File: src/rtl/mem_arbiter_multi.sv
// Multi-port memory arbiter: N requesters share one downstream memory port.
// Fixed or rotating priority, with bus lock that keeps the last acked port on the bus.
module mem_arbiter_multi #(
   parameter int NUM_PORTS   = 3,
   parameter int ADDR_WIDTH  = 19,
   parameter int DATA_WIDTH  = 16,
   parameter int ROUND_ROBIN = 1,
   localparam int IDX_W      = $clog2(NUM_PORTS),
   localparam int BSEL_W     = DATA_WIDTH / 8
) (
   input  logic                            clk,
   input  logic                            reset,
   input  logic [NUM_PORTS-1:0]            m_access,
   input  logic [NUM_PORTS*ADDR_WIDTH-1:0] m_addr,
   input  logic [NUM_PORTS*DATA_WIDTH-1:0] m_data_out,
   input  logic [NUM_PORTS-1:0]            m_wr_en,
   input  logic [NUM_PORTS*BSEL_W-1:0]     m_bytesel,
   input  logic [NUM_PORTS-1:0]            m_lock,
   output logic [NUM_PORTS-1:0]            m_ack,
   output logic [DATA_WIDTH-1:0]           m_data_in,
   output logic [ADDR_WIDTH-1:0]           q_m_addr,
   output logic [DATA_WIDTH-1:0]           q_m_data_out,
   output logic                            q_m_wr_en,
   output logic [BSEL_W-1:0]               q_m_bytesel,
   output logic                            q_m_access,
   input  logic                            q_m_ack,
   input  logic [DATA_WIDTH-1:0]           q_m_data_in,
   output logic                            grant_valid,
   output logic [IDX_W-1:0]                grant_idx
);

   // Handshake: a port holds m_access until its m_ack pulse; downstream holds
   // q_m_access until q_m_ack. Dropping m_access while granted aborts the access.
   typedef enum logic {IDLE, BUSY} state_t;

   state_t           state, state_next;
   logic [IDX_W-1:0] grant_next;
   logic [IDX_W-1:0] last_granted, last_next;
   logic             lock_valid, lock_next;
   logic [IDX_W-1:0] winner;
   logic             any_req;
   logic             lock_req;
   logic             sel_access;
   logic             active;

   assign m_data_in   = q_m_data_in;
   assign grant_valid = (state == BUSY) && reset;

   // Winner search; the rotating loop runs from the farthest slot down so the
   // nearest requester after last_granted is the last assignment to stick.
   always_comb begin
      winner   = '0;
      any_req  = |m_access;
      lock_req = 1'b0;
      if (ROUND_ROBIN != 0) begin
         for (int k = NUM_PORTS; k >= 1; k--) begin
            int idx;
            idx = (int'(last_granted) + k) % NUM_PORTS;
            if (m_access[idx]) winner = IDX_W'(idx);
         end
      end else begin
         for (int i = NUM_PORTS - 1; i >= 0; i--) begin
            if (m_access[i]) winner = IDX_W'(i);
         end
      end
      for (int i = 0; i < NUM_PORTS; i++) begin
         if (last_granted == IDX_W'(i) && m_access[i] && lock_valid) lock_req = 1'b1;
      end
      if (lock_req) winner = last_granted;
   end

   // Downstream mux from the granted port.
   always_comb begin
      sel_access   = 1'b0;
      q_m_addr     = '0;
      q_m_data_out = '0;
      q_m_wr_en    = 1'b0;
      q_m_bytesel  = '0;
      m_ack        = '0;
      for (int i = 0; i < NUM_PORTS; i++) begin
         if (grant_idx == IDX_W'(i)) sel_access = m_access[i];
      end
      active     = grant_valid && sel_access;
      q_m_access = active;
      for (int i = 0; i < NUM_PORTS; i++) begin
         if (active && grant_idx == IDX_W'(i)) begin
            q_m_addr     = m_addr[i*ADDR_WIDTH +: ADDR_WIDTH];
            q_m_data_out = m_data_out[i*DATA_WIDTH +: DATA_WIDTH];
            q_m_wr_en    = m_wr_en[i];
            q_m_bytesel  = m_bytesel[i*BSEL_W +: BSEL_W];
            m_ack[i]     = q_m_ack;
         end
      end
   end

   always_comb begin
      state_next = state;
      grant_next = grant_idx;
      last_next  = last_granted;
      lock_next  = lock_valid;
      case (state)
         IDLE: begin
            if (any_req) begin
               state_next = BUSY;
               grant_next = winner;
            end
         end
         BUSY: begin
            if (!sel_access) begin
               state_next = IDLE;
            end else if (q_m_ack) begin
               state_next = IDLE;
               last_next  = grant_idx;
               lock_next  = 1'b0;
               for (int i = 0; i < NUM_PORTS; i++) begin
                  if (grant_idx == IDX_W'(i)) lock_next = m_lock[i];
               end
            end
         end
         default: state_next = IDLE;
      endcase
   end

   always_ff @(posedge clk) begin
      if (!reset) begin
         state        <= IDLE;
         grant_idx    <= '0;
         last_granted <= IDX_W'(NUM_PORTS - 1);
         lock_valid   <= 1'b0;
      end else begin
         state        <= state_next;
         grant_idx    <= grant_next;
         last_granted <= last_next;
         lock_valid   <= lock_next;
      end
   end

endmodule

File: config.mk
export PLATFORM = sky130hd
export DESIGN_NAME = mem_arbiter_multi
export DESIGN_NICKNAME = d
export VERILOG_FILES = /design/src/rtl/mem_arbiter_multi.sv
export SDC_FILE = /design/constraint.sdc
export NUM_CORES = 1
export LEC_CHECK = 0
export ABC_AREA = 1
export BUFFER_PORTS_ARGS = -buffer_cell sky130_fd_sc_hd__buf_2
export CORE_AREA = 5 5 74 76
export DETAILED_ROUTE_END_ITERATION = 10
export DIE_AREA = 0 0 79 81
export GPL_TIMING_DRIVEN = 0
export PLACE_DENSITY_LB_ADDON = 0.2
export SLEW_MARGIN = 20
export SYNTH_ARGS = -nofsm -noshare
export SYNTH_HDL_FRONTEND = slang
export SYNTH_SLANG_ARGS = --single-unit
export TNS_END_PERCENT = 20
File: constraint.sdc
create_clock -name clk -period 4.5 [get_ports clk]
set_input_delay 0.9 -clock clk [delete_from_list [all_inputs] [get_ports clk]]
set_output_delay 0.9 -clock clk [all_outputs]
set_load 0.05 [all_outputs]
==> key figures, run 1 <==
Timing
  • Final setup fails: 0
  • Period minus WS final: 3.31 ns
  • Clock Skew: 0.000110 ns
  • Final Hold Fails: 0
  • Fmax: 302 MHz
  • Final cycle utilization of the critical path: 73.6%
  • Unrepaired setup endpoints after global routing: no
  • Rel. slew slack: 81.1%
  • Hold slack final: 0.481 ns
  • Setup TNS: 0 ns
  • Final Slew Violations: 0
  • Fin worst setup slack: 1.19 ns
  • Worst slew pin tran: 0.283 ns

Floorplanning
  • Io pins: 200
  • Die ar.: 6400 µm²
  • Initial Util: 31.3%
  • Num rows: 25
  • Die extent in x: 79 µm
  • Core Box Area: 4660 µm²
  • Die height: 81 µm

Flow run
  • Max-cap violations: 0

Power and ir drop
  • Leakage: 0.00164 µW
  • Total chip power: 423 µW
  • Power Density: 170 nW/µm²
  • P_int: 210 µW
  • Sequential share of power: 15.3%
  • Switching Share: 50.3%
  • Clock power share: 18.6%
  • Net Sw Power: 213 µW
  • Peak VDD IR: 172 µV
  • Gate power share: 66.1%

Final layout
  • Post-route cell area: 2480 µm²
  • Nets@finish: 620
  • Number of antenna repair diodes: 0
  • Share of layout cells above drive strength 1: 46.2%
  • Fillers: 497
  • Synth-to-Final Area Change: 70.2%

Worst setup path
  • Critical path fanouts, max: 10
  • Worst EP arrival: 2.41 ns
  • R2R depth: 10
  • Kind of critical path: primary input to primary output
  • CP Capture Type: primary output
  • Worst R2R End: grant_idx[0]
  • Critical path startpoint category: primary input
  • R2R setup slack: 2.96 ns
  • Worst endpoint required time: 3.60 ns
  • RR Startpoint: last_granted[0]

Global route
  • Vias in the first global route: 2045
  • Initial antenna violation count: 0
  • GRT Total Usage: 19.2%
  • Grt ovf: 0
  • First-pass GRT wire length: 10.1 mm
  • Largest net degree at the start of global routing: 11

Worst hold path
  • Hold WC Path Type: register to register
  • WHS Path Cells: 2
  • WHS Endpoint: lock_valid
  • Worst hold start: lock_valid

Detailed routing
  • Final antenna-violating net count: 0
  • Routed WL: 6.93 mm
  • Iter 0 DRT Violations: 68
  • Drt pass-1 iters: 5
  • Via Count: 2348
  • Vias per cell: 4.45
  • DR DRC count: 0
  • DR WL/cell: 13.1 µm

Synth
  • Post-Syn Area per Cell: 5.07 µm²
  • Synth Warn #: 0
  • Synthesized Nets: 432
  • Synth Instances: 288
  • Yosys cell types: 16
  • Netlist Area Pre-Place: 1460 µm²
  • Sequential share of the synthesized area: 8.23%
  • Flops & latches, synth: 6

Clocking
  • Post-CTS Setup Bufs: 0
  • Clk sink count: 6
  • H-tree depth: 1
  • CTS tree: built
  • CTS Buf Count: 3
  • Clock transition at the registers of the reported paths: 0.03 ns
  • Hold buffer count at cts: 0
  • Clock Root Buffer: clkbuf_8
  • CTS resizes: 0
  • Clock Tree Buf Depth: 2
  • Latest clock arrival within the worst-skew pair: 0.22 ns

Place
  • Port bufs: 183
  • HPWL after detailed placement: 6.06 mm
  • DP Area: 2440 µm²
  • RD Place Congestion: 0.868
  • Setup WS pre-CTS: 1.19 ns

Outcome
  • Status: complete, no violations
[how the worst max path moves through the flow]
stage	to	slack (ns)	from	depth (start not counted)
floorplan	m_ack[0]	1.06	reset	4
global placement	q_m_addr[10]	1.22	m_access[2]	12
detailed placement	q_m_addr[14]	1.19	m_access[2]	12
CTS	q_m_addr[3]	1.19	m_access[2]	12
global route	q_m_addr[10]	1.03	m_access[2]	12
finish	q_m_addr[14]	1.19	m_access[2]	12
[cells in the mapped netlist]
| cell type | count | share of area, % |
|---|---|---|
| a21oi_1 | 5 | 1.7 |
| a21oi_2 | 1 | 0.60 |
| a31oi_1 | 1 | 0.43 |
| buf_2 | 3 | 1.0 |
| buf_4 | 18 | 9.3 |
| buf_6 | 7 | 5.4 |
| dfxtp_1 | 6 | 8.2 |
| ha_1 | 5 | 4.3 |
| inv_1 | 24 | 6.2 |
| nand2_1 | 149 | 38 |
| nand2_4 | 1 | 0.77 |
| nand3_1 | 47 | 16 |
| nor2_1 | 10 | 2.6 |
| nor2_4 | 3 | 2.3 |
| nor3_1 | 3 | 1.0 |
| o21ai_0 | 5 | 1.7 |
[metal layers]
metal	routed length, µm	vias to the layer above	GRT usage, %	share of wire (%)
li1	-	1249	-	-
met1	2630	996	21.8	38
met2	3570	97	36.8	52
met3	658	6	5.43	9.5
met4	65	0	2.06	0.94
met5	0	-	0	0
[logic make-up (layout without fill, tap and decap cells)]
logic type      Yosys count  after routing  share of synthesized area, %
compound gates           12             12                          4.46
fa+ha+maj                 5              5                          4.29
buf+inv                  52            238                          21.9
flops                     6              6                          8.23
simple gates            213            213                          61.1
[flip-flops by register name, summed over array words and instances (netlist names)]
signal        cells
state             1
lock_valid        1
grant_idx         2
last_granted      2
[critical path, cell delays in order]
cell and delay, ns:
buf_2 0.14, inv_1 0.06, nand2_1 0.06, nand2_1 0.06, a21oi_2 0.21, nand2_4 0.14
nor2_4 0.11, buf_6 0.15, buf_4 0.17, nand2_1 0.07, nand3_1 0.06, buf_2 0.27
[stage by stage]
stage,util (%),cells
global route,53.3,528
floorplan,-,288
global placement,52.4,525
finish,53.3,528
CTS,53.3,528
detailed placement,52.4,525
[layout make-up]
cell class              count  area, µm²  area share (%)
multi-input cells         230       1020            41.1
repair buffers            183        916            36.9
plain buffers              28        229            9.22
flip-flops and latches      6        120            4.84
inverters                  24       90.1            3.63
well taps                  54       67.6            2.72
clock buffers               3       41.3            1.66
[placed cells by master, fill, tap and decap left out, drive strengths merged]
cell      n
inv      24
dfxtp     6
o21ai     5
nor2     13
clkbuf    3
a21oi     6
buf     211
nand3    47
a31oi     1
ha        5
nor3      3
nand2   150
[power groups by stage]
stage | registers, µW | clock network [µW] | logic, µW
4_1_cts | 64.6 | 80.7 | 281
6_report | 64.6 | 78.9 | 280
5_1_grt | 65.8 | 85.4 | 303
2_1_floorplan | 70.0 | 0 | 180
3_5_place_dp | 65.4 | 0 | 280
3_3_place_gp | 65.2 | 0 | 277
No activity file was read; power rests on OpenSTA's default activity.
==> inputs of run 2 (changes only) <==
Settings changed: CORE_AREA 5 5 74 76 to unset, CORE_MARGIN set to 5, CORE_UTILIZATION set to 28, DIE_AREA 0 0 79 81 to unset.
Clock period 4.5 ns to 2.95 ns, I/O delays scaled along.
==> run 2 against run 1 <==
Effect of this change:
- clock skew up 0.0027 ns
- die area grew 5.5%
- hold slack got worse by 0.0043 ns
- utilization is 4.0 points lower
- register-to-register slack got worse by 1.6 ns
- final cell count grew 3.0%
- clock power is 51% higher
- design area up 0.81%
- sequential cell count unchanged
- first-iteration DRC count decreased by 31%
- combinational power up 52%
- largest cell class unchanged
- highest routed layer unchanged
==> key figures, run 2 (same netlist as run 1, synthesis figures left out) <==
Worst setup path
  • Critical path fanouts, max: 10 (unchanged)
  • Worst EP arrival: 2.13 ns (-0.28 ns)
  • Most used cell, CP: nand2_1
  • CP Buf/Inv Count: 3 (-2)
  • Worst path slowest cell: dfxtp_1
  • CP delay by family, top: simple AND/OR/NAND/NOR gates
  • CP Capture Type: primary output
  • RR Startpoint: last_granted[1]
  • CP Cell Sequence: nor2_1 > nand2_1 > nand2_1 > a21oi_2 > nand2_4 > nor2_4 > buf_6 > buf_4 > nand2_1 > nand3_1 > buf_2
  • Kind of critical path: register to primary output
  • Worst endpoint required time: 2.36 ns (-1.24 ns)
  • Critical path launch point: grant_idx[0]
  • Critical path startpoint category: register
  • Worst path max stage delay: 0.47 ns (+0.20 ns)

Detailed routing
  • Final antenna-violating net count: 0 (unchanged)
  • DR WL/cell: 12.2 µm (-7.4%)
  • Routed WL: 6.62 mm (-4.5%)
  • Drt pass-1 iters: 4 (-1)
  • Iter 0 DRT Violations: 47 (-31%)
  • Vias per cell: 4.34 (-2.4%)
  • Via Count: 2360 (+0.51%)
  • DR DRC count: 0 (unchanged)

Global route
  • Vias in the first global route: 2041 (-0.20%)
  • First-pass GRT wire length: 8.97 mm (-12%)
  • Largest net degree at the start of global routing: 11 (unchanged)
  • GRT Total Usage: 16.4% (-2.8 points)
  • Initial antenna violation count: 0 (unchanged)
  • Grt ovf: 0 (unchanged)

Clocking
  • CTS resizes: 0 (unchanged)
  • Latest clock arrival within the worst-skew pair: 0.22 ns (about the same)
  • Clock Root Buffer: clkbuf_8
  • Clk sink count: 6 (unchanged)
  • CTS tree: built
  • Hold buffer count at cts: 0 (unchanged)
  • Post-CTS Setup Bufs: 0 (unchanged)
  • Clock Tree Buf Depth: 2 (unchanged)
  • Clock transition at the registers of the reported paths: 0.03 ns (about the same)
  • H-tree depth: 1 (unchanged)
  • CTS Buf Count: 3 (unchanged)

Worst hold path
  • Worst hold start: lock_valid
  • Hold WC Path Type: register to register

Power and ir drop
  • Peak VDD IR: 266 µV (+54%)
  • Leakage: 0.00164 µW (unchanged)
  • Power Density: 257 nW/µm² (+51%)

Place
  • Port bufs: 183 (unchanged)
  • Dpl cells: 541 (+3.0%)
  • RD Place Congestion: 0.801 (-7.7%)
  • HPWL after detailed placement: 5.71 mm (-5.7%)
  • Setup WS pre-CTS: 0.268 ns (-0.927 ns)

Timing
  • Rel. slew slack: 81.4% (+0.30 points)
  • Final cycle utilization of the critical path: 92.0%
  • Final Hold Fails: 0 (unchanged)
  • Final setup fails: 0 (unchanged)
  • Fmax: 368 MHz
  • Clock Skew: 0.00282 ns (+0.00271 ns)
  • Period minus WS final: 2.72 ns
  • Final Slew Violations: 0 (unchanged)
  • Unrepaired setup endpoints after global routing: no
  • Worst slew pin tran: 0.279 ns (-0.00449 ns)
  • Fin worst setup slack: 0.235 ns (-0.953 ns)

Floorplanning
  • Die extent in x: 82.2 µm (+4.0%)
  • Initial Util: 28.7% (-2.6 points)
  • Num rows: 26 (+4.0%)
  • Io pins: 200 (unchanged)
  • Die height: 82.2 µm (+1.5%)
  • Die ar.: 6750 µm² (+5.5%)
  • Core Box Area: 5070 µm² (+8.9%)

Final layout
  • Most frequent cells in the layout: buf_2 (186), nand2_1 (149), nand3_1 (47), inv_1 (24), buf_4 (18)
  • Nets@finish: 620 (unchanged)
  • Synth-to-Final Area Change: 71.6%
  • Share of layout cells above drive strength 1: 46.2% (unchanged)
  • Largest registers: grant_idx x2, last_granted x2
  • Commonest non-fill, non-tap cell in the layout: buf_2
  • Non-filler cells in the finished layout: 544 (+3.0%)
  • Number of antenna repair diodes: 0 (unchanged)

Flow run
  • Max-cap violations: 0 (unchanged)

Outcome
  • Status: complete, no violations
run 2: cell counts in the layout (fill, tap and decap cells not counted):
Identical to the previous run, type by type.
run 2: worst paths after layout:
kind / cells after the start / slack [ns] / end
setup / recovery: 11 / 0.23 / q_m_addr[0]
hold / removal: 2 / 0.48 / lock_valid
setup reg to reg: 10 / 1.41 / grant_idx[0]
hold reg to reg: 2 / 0.48 / lock_valid
run 2: final cells by class:
type | count | area, µm²
repair buffers | 183 | 916
multi-input cells | 230 | 1020
flip-flops and latches | 6 | 120
fillers | 556 | 2570
plain buffers | 28 | 229
inverters | 24 | 90.1
well taps | 70 | 87.6
clock buffers | 3 | 41.3
run 2: through the flow:
stage               cell area [µm²]  util [%]  power [µW]  TNS, ns  hold slack, ns
finish                         2500      49.3         643        0           0.477
global route                   2500      49.3         687        0           0.538
CTS                            2500      49.3         647        0           0.481
detailed placement             2460      48.5         526        0           0.473
global placement               2460      48.5         522        0           0.468
floorplan                      1460         -         381  -0.0727           0.455
run 2: worst reg2reg max path: cells and delay by family, from the launching register on:
family / cells / cell delay [ns]
adder cells (fa/ha/maj): 1 / 0.36
AO/OA/AOI/OAI: 2 / 0.24
AND/OR/NAND/NOR: 5 / 0.33
flip-flops: 1 / 0.40
buffers and inverters: 2 / 0.16
run 2: routing by layer:
| layer | global-route usage [%] | vias to the layer above | part of all wire (%) |
|---|---|---|---|
| li1 | - | 1250 | - |
| met3 | 3.90 | 4 | 9.6 |
| met4 | 1.83 | 0 | 0.71 |
| met1 | 17.5 | 1003 | 38 |
| met5 | 0 | - | 0 |
| met2 | 33.0 | 103 | 52 |
run 2: power by group:
part | internal [µW] | total (µW) | leakage, µW | switching, µW
clock network | 87.3 | 119 | 0.0000216 | 31.4
logic | 145 | 426 | 0.00157 | 281
registers | 88.8 | 98.8 | 0.0000492 | 9.94
total | 321 | 643 | 0.00164 | 323
